### config.mk
export PLATFORM = sky130hd
export DESIGN_NAME = sync_fifo_flex_flat
export DESIGN_NICKNAME = d
export VERILOG_FILES = /design/src/rtl/sync_fifo_flex_if.sv /design/src/rtl/sync_fifo_flex.sv /design/src/flat_wrapper.sv
export SDC_FILE = /design/constraint.sdc
export NUM_CORES = 1
export LEC_CHECK = 0
export ABC_AREA = 1
export CAP_MARGIN = 20
export CORE_UTILIZATION = 49
export DETAILED_ROUTE_END_ITERATION = 8
export HOLD_SLACK_MARGIN = 0.08
export PLACE_DENSITY = 0.75
export SLEW_MARGIN = 20
export SYNTH_ARGS = -nofsm -noshare
export SYNTH_HDL_FRONTEND = slang
export SYNTH_SLANG_ARGS = --single-unit
### constraint.sdc
create_clock -name clk -period 2.7 [get_ports clk]
set_clock_uncertainty 0.2 [all_clocks]
set_input_delay 0.675 -clock clk [delete_from_list [all_inputs] [get_ports clk]]
set_output_delay 0.675 -clock clk [all_outputs]
set_load 0.1 [all_outputs]
### src/rtl/sync_fifo_flex_if.sv
// Handshake and status bundle for sync_fifo_flex.
// master: the producer/consumer side that drives requests and watches status.
// slave:  the FIFO itself.
interface sync_fifo_flex_if #(
    parameter int DATA_WIDTH = 8,
    parameter int DEPTH      = 16
);
    localparam int AW = $clog2(DEPTH);

    logic                  winc;
    logic [DATA_WIDTH-1:0] wdata;
    logic                  rinc;
    logic                  flush;
    logic                  clr_err;
    logic [DATA_WIDTH-1:0] rdata;
    logic                  rvalid;
    logic                  full;
    logic                  empty;
    logic                  almost_full;
    logic                  almost_empty;
    logic [AW:0]           count;
    logic                  overflow;
    logic                  underflow;

    modport master (
        output winc, wdata, rinc, flush, clr_err,
        input  rdata, rvalid, full, empty, almost_full, almost_empty,
               count, overflow, underflow
    );

    modport slave (
        input  winc, wdata, rinc, flush, clr_err,
        output rdata, rvalid, full, empty, almost_full, almost_empty,
               count, overflow, underflow
    );
endinterface

### src/rtl/sync_fifo_flex.sv
// Single-clock parametrised FIFO with occupancy count, programmable
// almost-full/almost-empty, synchronous flush and sticky error flags.
// Optional feature macro: FIFO_FWFT_EN
//   defined   -> first-word fall-through, rdata shows the head entry.
//   undefined -> registered read data, one cycle read latency.
module sync_fifo_flex #(
    parameter int DATA_WIDTH = 8,
    parameter int DEPTH      = 16,
    parameter int AF_THRESH  = 12,
    parameter int AE_THRESH  = 4
) (
    input logic            clk,
    input logic            nrst,
    sync_fifo_flex_if.slave bus
);
    localparam int AW = $clog2(DEPTH);
    localparam int PW = AW + 1;

    localparam logic [AW:0] DEPTH_C = PW'(DEPTH);
    localparam logic [AW:0] AF_C    = PW'(AF_THRESH);
    localparam logic [AW:0] AE_C    = PW'(AE_THRESH);
    localparam logic [AW:0] ONE_C   = PW'(1);

    logic [DATA_WIDTH-1:0] mem [DEPTH];

    logic [AW:0] wr_ptr, rd_ptr, wr_ptr_n, rd_ptr_n;
    logic [AW:0] count_q, count_n;
    logic        full_q, empty_q, af_q, ae_q;
    logic        full_n, empty_n, af_n, ae_n;
    logic        ovf_q, unf_q, ovf_n, unf_n;
    logic        wr_acc, rd_acc;

    // Acceptance decisions and next pointer/flag values from start-of-cycle flags.
    always_comb begin
        // NOTE: every signal gets a default first so no path can infer a latch.
        wr_acc   = 1'b0;
        rd_acc   = 1'b0;
        wr_ptr_n = wr_ptr;
        rd_ptr_n = rd_ptr;
        ovf_n    = ovf_q & ~bus.clr_err;
        unf_n    = unf_q & ~bus.clr_err;

        if (bus.flush) begin
            wr_ptr_n = '0;
            rd_ptr_n = '0;
        end else begin
            wr_acc = bus.winc & ~full_q;
            rd_acc = bus.rinc & ~empty_q;
            if (wr_acc) wr_ptr_n = wr_ptr + ONE_C;
            if (rd_acc) rd_ptr_n = rd_ptr + ONE_C;
            // A new error in the same cycle as clr_err wins.
            if (bus.winc && full_q)  ovf_n = 1'b1;
            if (bus.rinc && empty_q) unf_n = 1'b1;
        end

        // Pointer difference modulo 2*DEPTH is the occupancy 0..DEPTH.
        count_n = wr_ptr_n - rd_ptr_n;
        full_n  = (wr_ptr_n[AW] != rd_ptr_n[AW]) &&
                  (wr_ptr_n[AW-1:0] == rd_ptr_n[AW-1:0]);
        empty_n = (wr_ptr_n == rd_ptr_n);
        af_n    = (count_n >= AF_C);
        ae_n    = (count_n <= AE_C);
    end

    // Pointer, occupancy and status registers.
    always_ff @(posedge clk or negedge nrst) begin
        // NOTE: sequential state uses non-blocking assignments only.
        if (!nrst) begin
            wr_ptr  <= '0;
            rd_ptr  <= '0;
            count_q <= '0;
            full_q  <= 1'b0;
            empty_q <= 1'b1;
            af_q    <= 1'b0;
            ae_q    <= 1'b1;
            ovf_q   <= 1'b0;
            unf_q   <= 1'b0;
        end else begin
            wr_ptr  <= wr_ptr_n;
            rd_ptr  <= rd_ptr_n;
            count_q <= count_n;
            full_q  <= full_n;
            empty_q <= empty_n;
            af_q    <= af_n;
            ae_q    <= ae_n;
            ovf_q   <= ovf_n;
            unf_q   <= unf_n;
        end
    end

    // Storage write port.
    always_ff @(posedge clk) begin
        // NOTE: the storage array has no reset; pointers alone define valid contents.
        if (wr_acc) mem[wr_ptr[AW-1:0]] <= bus.wdata;
    end

`ifdef FIFO_FWFT_EN
    // Head entry is shown combinationally whenever the FIFO holds data.
    always_comb begin
        bus.rdata  = empty_q ? '0 : mem[rd_ptr[AW-1:0]];
        bus.rvalid = ~empty_q;
    end
`else
    logic [DATA_WIDTH-1:0] rdata_q;
    logic                  rvalid_q;

    // Registered read port: load on an accepted pop, pulse rvalid for one cycle.
    always_ff @(posedge clk or negedge nrst) begin
        if (!nrst) begin
            rdata_q  <= '0;
            rvalid_q <= 1'b0;
        end else begin
            rvalid_q <= rd_acc;
            if (rd_acc) rdata_q <= mem[rd_ptr[AW-1:0]];
        end
    end

    assign bus.rdata  = rdata_q;
    assign bus.rvalid = rvalid_q;
`endif

    assign bus.count        = count_q;
    assign bus.full         = full_q;
    assign bus.empty        = empty_q;
    assign bus.almost_full  = af_q;
    assign bus.almost_empty = ae_q;
    assign bus.overflow     = ovf_q;
    assign bus.underflow    = unf_q;

    // Depth fits in the count width by construction; keeps the constant referenced.
    logic unused_depth;
    assign unused_depth = ^DEPTH_C;

endmodule

### src/flat_wrapper.sv
// flat-port wrapper written by rule: the top's interface ports become plain ports
module sync_fifo_flex_flat 
#(
    parameter int DATA_WIDTH = 8,
    parameter int DEPTH      = 16,
    parameter int AF_THRESH  = 12,
    parameter int AE_THRESH  = 4
)
  (clk, nrst, bus_winc, bus_wdata, bus_rinc, bus_flush, bus_clr_err, bus_rdata, bus_rvalid, bus_full, bus_empty, bus_almost_full, bus_almost_empty, bus_count, bus_overflow, bus_underflow);
  sync_fifo_flex_if #(.DATA_WIDTH(DATA_WIDTH), .DEPTH(DEPTH)) bus_i ();
  input logic clk;
  input logic nrst;
  input wire logic [$bits(bus_i.winc)-1:0] bus_winc;
  input wire logic [$bits(bus_i.wdata)-1:0] bus_wdata;
  input wire logic [$bits(bus_i.rinc)-1:0] bus_rinc;
  input wire logic [$bits(bus_i.flush)-1:0] bus_flush;
  input wire logic [$bits(bus_i.clr_err)-1:0] bus_clr_err;
  output wire logic [$bits(bus_i.rdata)-1:0] bus_rdata;
  output wire logic [$bits(bus_i.rvalid)-1:0] bus_rvalid;
  output wire logic [$bits(bus_i.full)-1:0] bus_full;
  output wire logic [$bits(bus_i.empty)-1:0] bus_empty;
  output wire logic [$bits(bus_i.almost_full)-1:0] bus_almost_full;
  output wire logic [$bits(bus_i.almost_empty)-1:0] bus_almost_empty;
  output wire logic [$bits(bus_i.count)-1:0] bus_count;
  output wire logic [$bits(bus_i.overflow)-1:0] bus_overflow;
  output wire logic [$bits(bus_i.underflow)-1:0] bus_underflow;
  assign bus_i.winc = bus_winc;
  assign bus_i.wdata = bus_wdata;
  assign bus_i.rinc = bus_rinc;
  assign bus_i.flush = bus_flush;
  assign bus_i.clr_err = bus_clr_err;
  assign bus_rdata = bus_i.rdata;
  assign bus_rvalid = bus_i.rvalid;
  assign bus_full = bus_i.full;
  assign bus_empty = bus_i.empty;
  assign bus_almost_full = bus_i.almost_full;
  assign bus_almost_empty = bus_i.almost_empty;
  assign bus_count = bus_i.count;
  assign bus_overflow = bus_i.overflow;
  assign bus_underflow = bus_i.underflow;
  sync_fifo_flex #(.DATA_WIDTH(DATA_WIDTH), .DEPTH(DEPTH), .AF_THRESH(AF_THRESH), .AE_THRESH(AE_THRESH)) u_core (.clk(clk), .nrst(nrst), .bus(bus_i));
endmodule
==> summary.md <==
| Metric | Value |
|---|---|
| Worst-skew pair later-pin latency | 0.43 ns |
| Slew HR | between 40% and 50% |
| Fill cells | a little over 1000 |
| Final hold vios | 0 |
| Die Area | roughly 14000 µm² |
| Bufs and invs on worst path | 5 |
| Ant. Diodes | 0 |
| Hold_sp | u_core.bus.overflow$_DFF_PN0_ |
| Area growth syn-to-layout | 20.2% |
| P_leak | just under 3 nW |
| Critical R2R Launch | u_core.bus.full$_DFF_PN0_ |
| Worst slew pin tran | 0.814 ns |
| Avg Cell Area, Syn | 12.0 µm² |
| Initial antenna violation count | 0 |
| Die height | around 120 µm |
| Mapped cell area | around 6600 µm² |
| Wire length of the first global-routing pass | about 24 mm |
| Tot GR Track Use | between 20 and 25% |
| Grt total ovfl | 0 |
| Maximum VDD drop | ~0.46 mV |
| Mapped Nets | approximately 580 |
| TritonCTS Buffers | 17 |
| Setup TNS | 0 ns |
| Data required time of the worst path | 2.80 ns |
| Worst path slowest cell | clkdlybuf4s50_1 |
| R2r worst-path depth | 13 |
| Routed length per placed instance | between 15 and 20 µm |
| CP endpoint kind | flip-flop |
| Sequential-to-total area share from yosys stat | between 60% and 70% |
| Count of yosys warnings during synthesis | 0 |
| Initial DRC Count | approximately 590 |
| Cells after DPL | 780 |
| DR pass1 iterations | 6 |
| CP Launch Type | input port |
| Vias per inst | roughly 5.6 |
| Clock Tree Buf Depth | 2 |
| F_max | around 370 MHz |
| DRC Markers | 0 |
| Top-area cell type share of the netlist area | approximately three fifths |
| Outcome | complete, no violations |
| Crit path DAT | 2.77 ns |
| Hold_buf cts | 0 |
| Critical-path cell list | clkdlybuf4s50_1, inv_2, nor2_4, nand4_1, inv_1, nor2_1, nor3_2, inv_1, ha_4, a21o_1, a31oi_4, inv_2, nand3_2, nand3_1 |
| Hold crit path type | reg -> reg |
| Fin cells | about 800 |
| Core area | between 10000 and 15000 µm² |
| Mapped Cells | about 550 |
| Tcrit/Tclk final | a little over nine tenths |
| WHS Endpoint | u_core.bus.overflow$_DFF_PN0_ |
| Post-synth top area cell | edfxtp_1 |
| Io pins | 34 |
| Std-Cell Rows | 42 |
| Final setup viols | 0 |
| Final ANT Viol Nets | 0 |
| Critical path class | in -> reg |
| Minimum clock period | about 2.7 ns |
| CTS H-tree depth | 4 |
| Ratio of cells with drive above 1 in the final layout | 21.2% |
| Die Span X | between 100 and 150 µm |
| WHS Path Cells | 2 |
| Clock transition at path regs | around 0.06 ns |
| Via count | 4563 |
| Synth unique cells | 39 |
| PortBufs | 33 |
| Reg2reg end | u_core.bus.almost_full$_DFF_PN0_ |
| Placer congestion estimate | 0.815 |
| CTS tree | done |
| Vias in the first global route | around 4400 |
| Nets | around 650 |
| Yosys reg bits | around 160 |
| Worst-path fanout max | 3 |
| Drt total wl | ~15 mm |
| Maxcap violations | 0 |
| Worst reg2reg setup slack | 0.14 ns |
| Power per cell area | 878 nW/µm² |
| Starting density of the core | ~50% |
| Largest cells by area after synthesis | edfxtp_1 58%, dfrtp_1 11%, nor2_1 5.4% |
| Hpwl dp | around 9.3 mm |
| Clk sinks | roughly 160 |
| Largest net degree at the start of global routing | 65 |
| Crit-path leading delay family | buffers and inverters |
| Crit path largest cell delay | between 0.4 and 0.5 ns |
| Max-slew violation count | 0 |
| Root Buffer | clkbuf_16 |
==> state kept, by name (all words and copies together) (netlist names) <==
signal	flops
u_core.bus.count	5
u_core.mem	128
u_core.bus.overflow	1
u_core.bus.almost_empty	1
u_core.bus.rvalid	1
u_core.bus.rdata	8
u_core.bus.full	1
u_core.wr_ptr	5
u_core.bus.empty	1
u_core.bus.underflow	1
u_core.bus.almost_full	1
u_core.rd_ptr	5
==> per-stage QoR <==
step	hold WS [ns]	util, %	instance area (µm²)	power [mW]	setup slack (ns)
CTS	0.337	59.7	7880	6.97	0.0364
detailed placement	0.333	55.2	7290	4.70	-0.535
floorplan	0.179	-	6610	4.27	0.0300
finish	0.335	60.3	7950	6.98	0.0309
global route	0.375	60.3	7950	7.21	-0.0650
global placement	0.317	55.2	7290	4.66	-0.327
==> worst register-to-register path: stages, from the launching register on <==
cell and delay, ns:
dfrtp_2 0.42, inv_1 0.12, nand2_2 0.10, inv_2 0.09, nand2_2 0.08, nor3_2 0.16, nor2_1 0.07, nor3_2 0.30
ha_4 0.26, a21o_1 0.20, a31oi_4 0.19, inv_2 0.05, nand3_2 0.09, nand3_1 0.10
==> cell families (layout without fill, tap and decap cells) <==
logic type	Yosys count	after routing	share of synthesized area, %
flops	158	158	69.5
simple gates	229	229	15.3
fa+ha+maj	10	10	2.01
buf+inv	55	141	4.05
compound gates	98	98	8.82
xor+xnor	2	2	0.265
==> power by group <==
group | switching, mW | internal [mW] | leakage, nW
Sequential | 0.0772 | 2.78 | 1.52
Clock | 0.924 | 1.37 | 0.284
Combinational | 1.38 | 0.451 | 1.17
Total | 2.38 | 4.60 | 2.97
==> area by class of cell <==
class	count	area, µm²	area share, %
clock buffer	25	529	6.66
clock inverter	7	47.5	0.598
inverter	31	116	1.46
multi-input combinational	339	1820	22.8
sequential	158	4600	57.9
tap	176	220	2.77
timing repair buffer	78	621	7.81
==> worst max-delay path by stage <==
| stage | startpoint | end | slack (ns) | cells past startpoint |
|---|---|---|---|---|
| finish | bus_rinc | u_core.bus.almost_full$_DFF_PN0_ | 0.03 | 14 |
| global route | bus_rinc | u_core.bus.almost_full$_DFF_PN0_ | -0.07 | 14 |
| detailed placement | bus_winc | u_core.bus.almost_full$_DFF_PN0_ | -0.54 | 13 |
| global placement | bus_winc | u_core.bus.almost_full$_DFF_PN0_ | -0.33 | 13 |
| CTS | bus_winc | u_core.bus.almost_empty$_DFF_PN1_ | 0.04 | 14 |
| floorplan | u_core.bus.empty$_DFF_PN1_ | u_core.bus.almost_empty$_DFF_PN1_ | 0.03 | 11 |
==> metal layers <==
layer | part of all wire, % | routed length [µm] | global-route usage (%) | vias up
li1 | - | - | - | 2093
met1 | 43 | 6570 | 33.2 | 2238
met2 | 48 | 7330 | 34.7 | 204
met3 | 7.5 | 1160 | 4.39 | 28
met4 | 1.9 | 287 | 8.65 | 0
met5 | 0 | 0 | 0 | -
==> layout by cell type (no fill, tap or decap), types with 3 or more instances in the layout <==
cell / synthesis / routed
ha_1: 9 / 8
clkbuf_1: 3 / 4
buf_4: 4 / 65
nand3_2: 3 / 3
o21ai_0: 33 / 32
o211ai_1: 16 / 16
inv_1: 24 / 22
a21oi_1: 13 / 12
inv_2: 7 / 9
dfrtp_1: 28 / 26
clkdlybuf4s50_1: 0 / 12
nor3_1: 12 / 9
nand3_1: 36 / 36
a2bb2oi_1: 5 / 5
o22ai_1: 3 / 3
edfxtp_1: 128 / 128
nand2_1: 66 / 64
o21ai_1: 19 / 20
or2_2: 3 / 3
nor2_1: 96 / 95
nand2_2: 2 / 4
clkbuf_16: 0 / 20
nor3_2: 1 / 4
a21boi_1: 3 / 3
nor2_4: 4 / 4
==> cell usage after synthesis <==
cell,count
a21boi_1,3
a21o_1,2
a21oi_1,13
a2bb2oi_1,5
a31oi_1,1
buf_2,12
buf_4,4
buf_6,4
clkbuf_1,3
clkbuf_2,1
dfrtp_1,28
dfstp_2,2
edfxtp_1,128
fa_1,1
ha_1,9
inv_1,24
inv_2,7
nand2_1,66
nand2_2,2
nand3_1,36
nand3_2,3
nand3_4,1
nand4_1,2
nor2_1,96
nor2_2,1
nor2_4,4
nor3_1,12
nor3_2,1
nor3b_1,1
nor4_1,1
o211ai_1,16
o21ai_0,33
o21ai_1,19
o21bai_2,2
o22ai_1,3
o32ai_1,1
or2_2,3
xnor2_1,1
xor2_1,1
==> what timing repair did <==
action / CTS / global route
buffers inserted: 0 / 2
endpoints found under the setup margin: 3 / 3
gates resized for setup: 2 / 15
pin swaps: 0 / 5
Power figures use the tool's default switching activity.
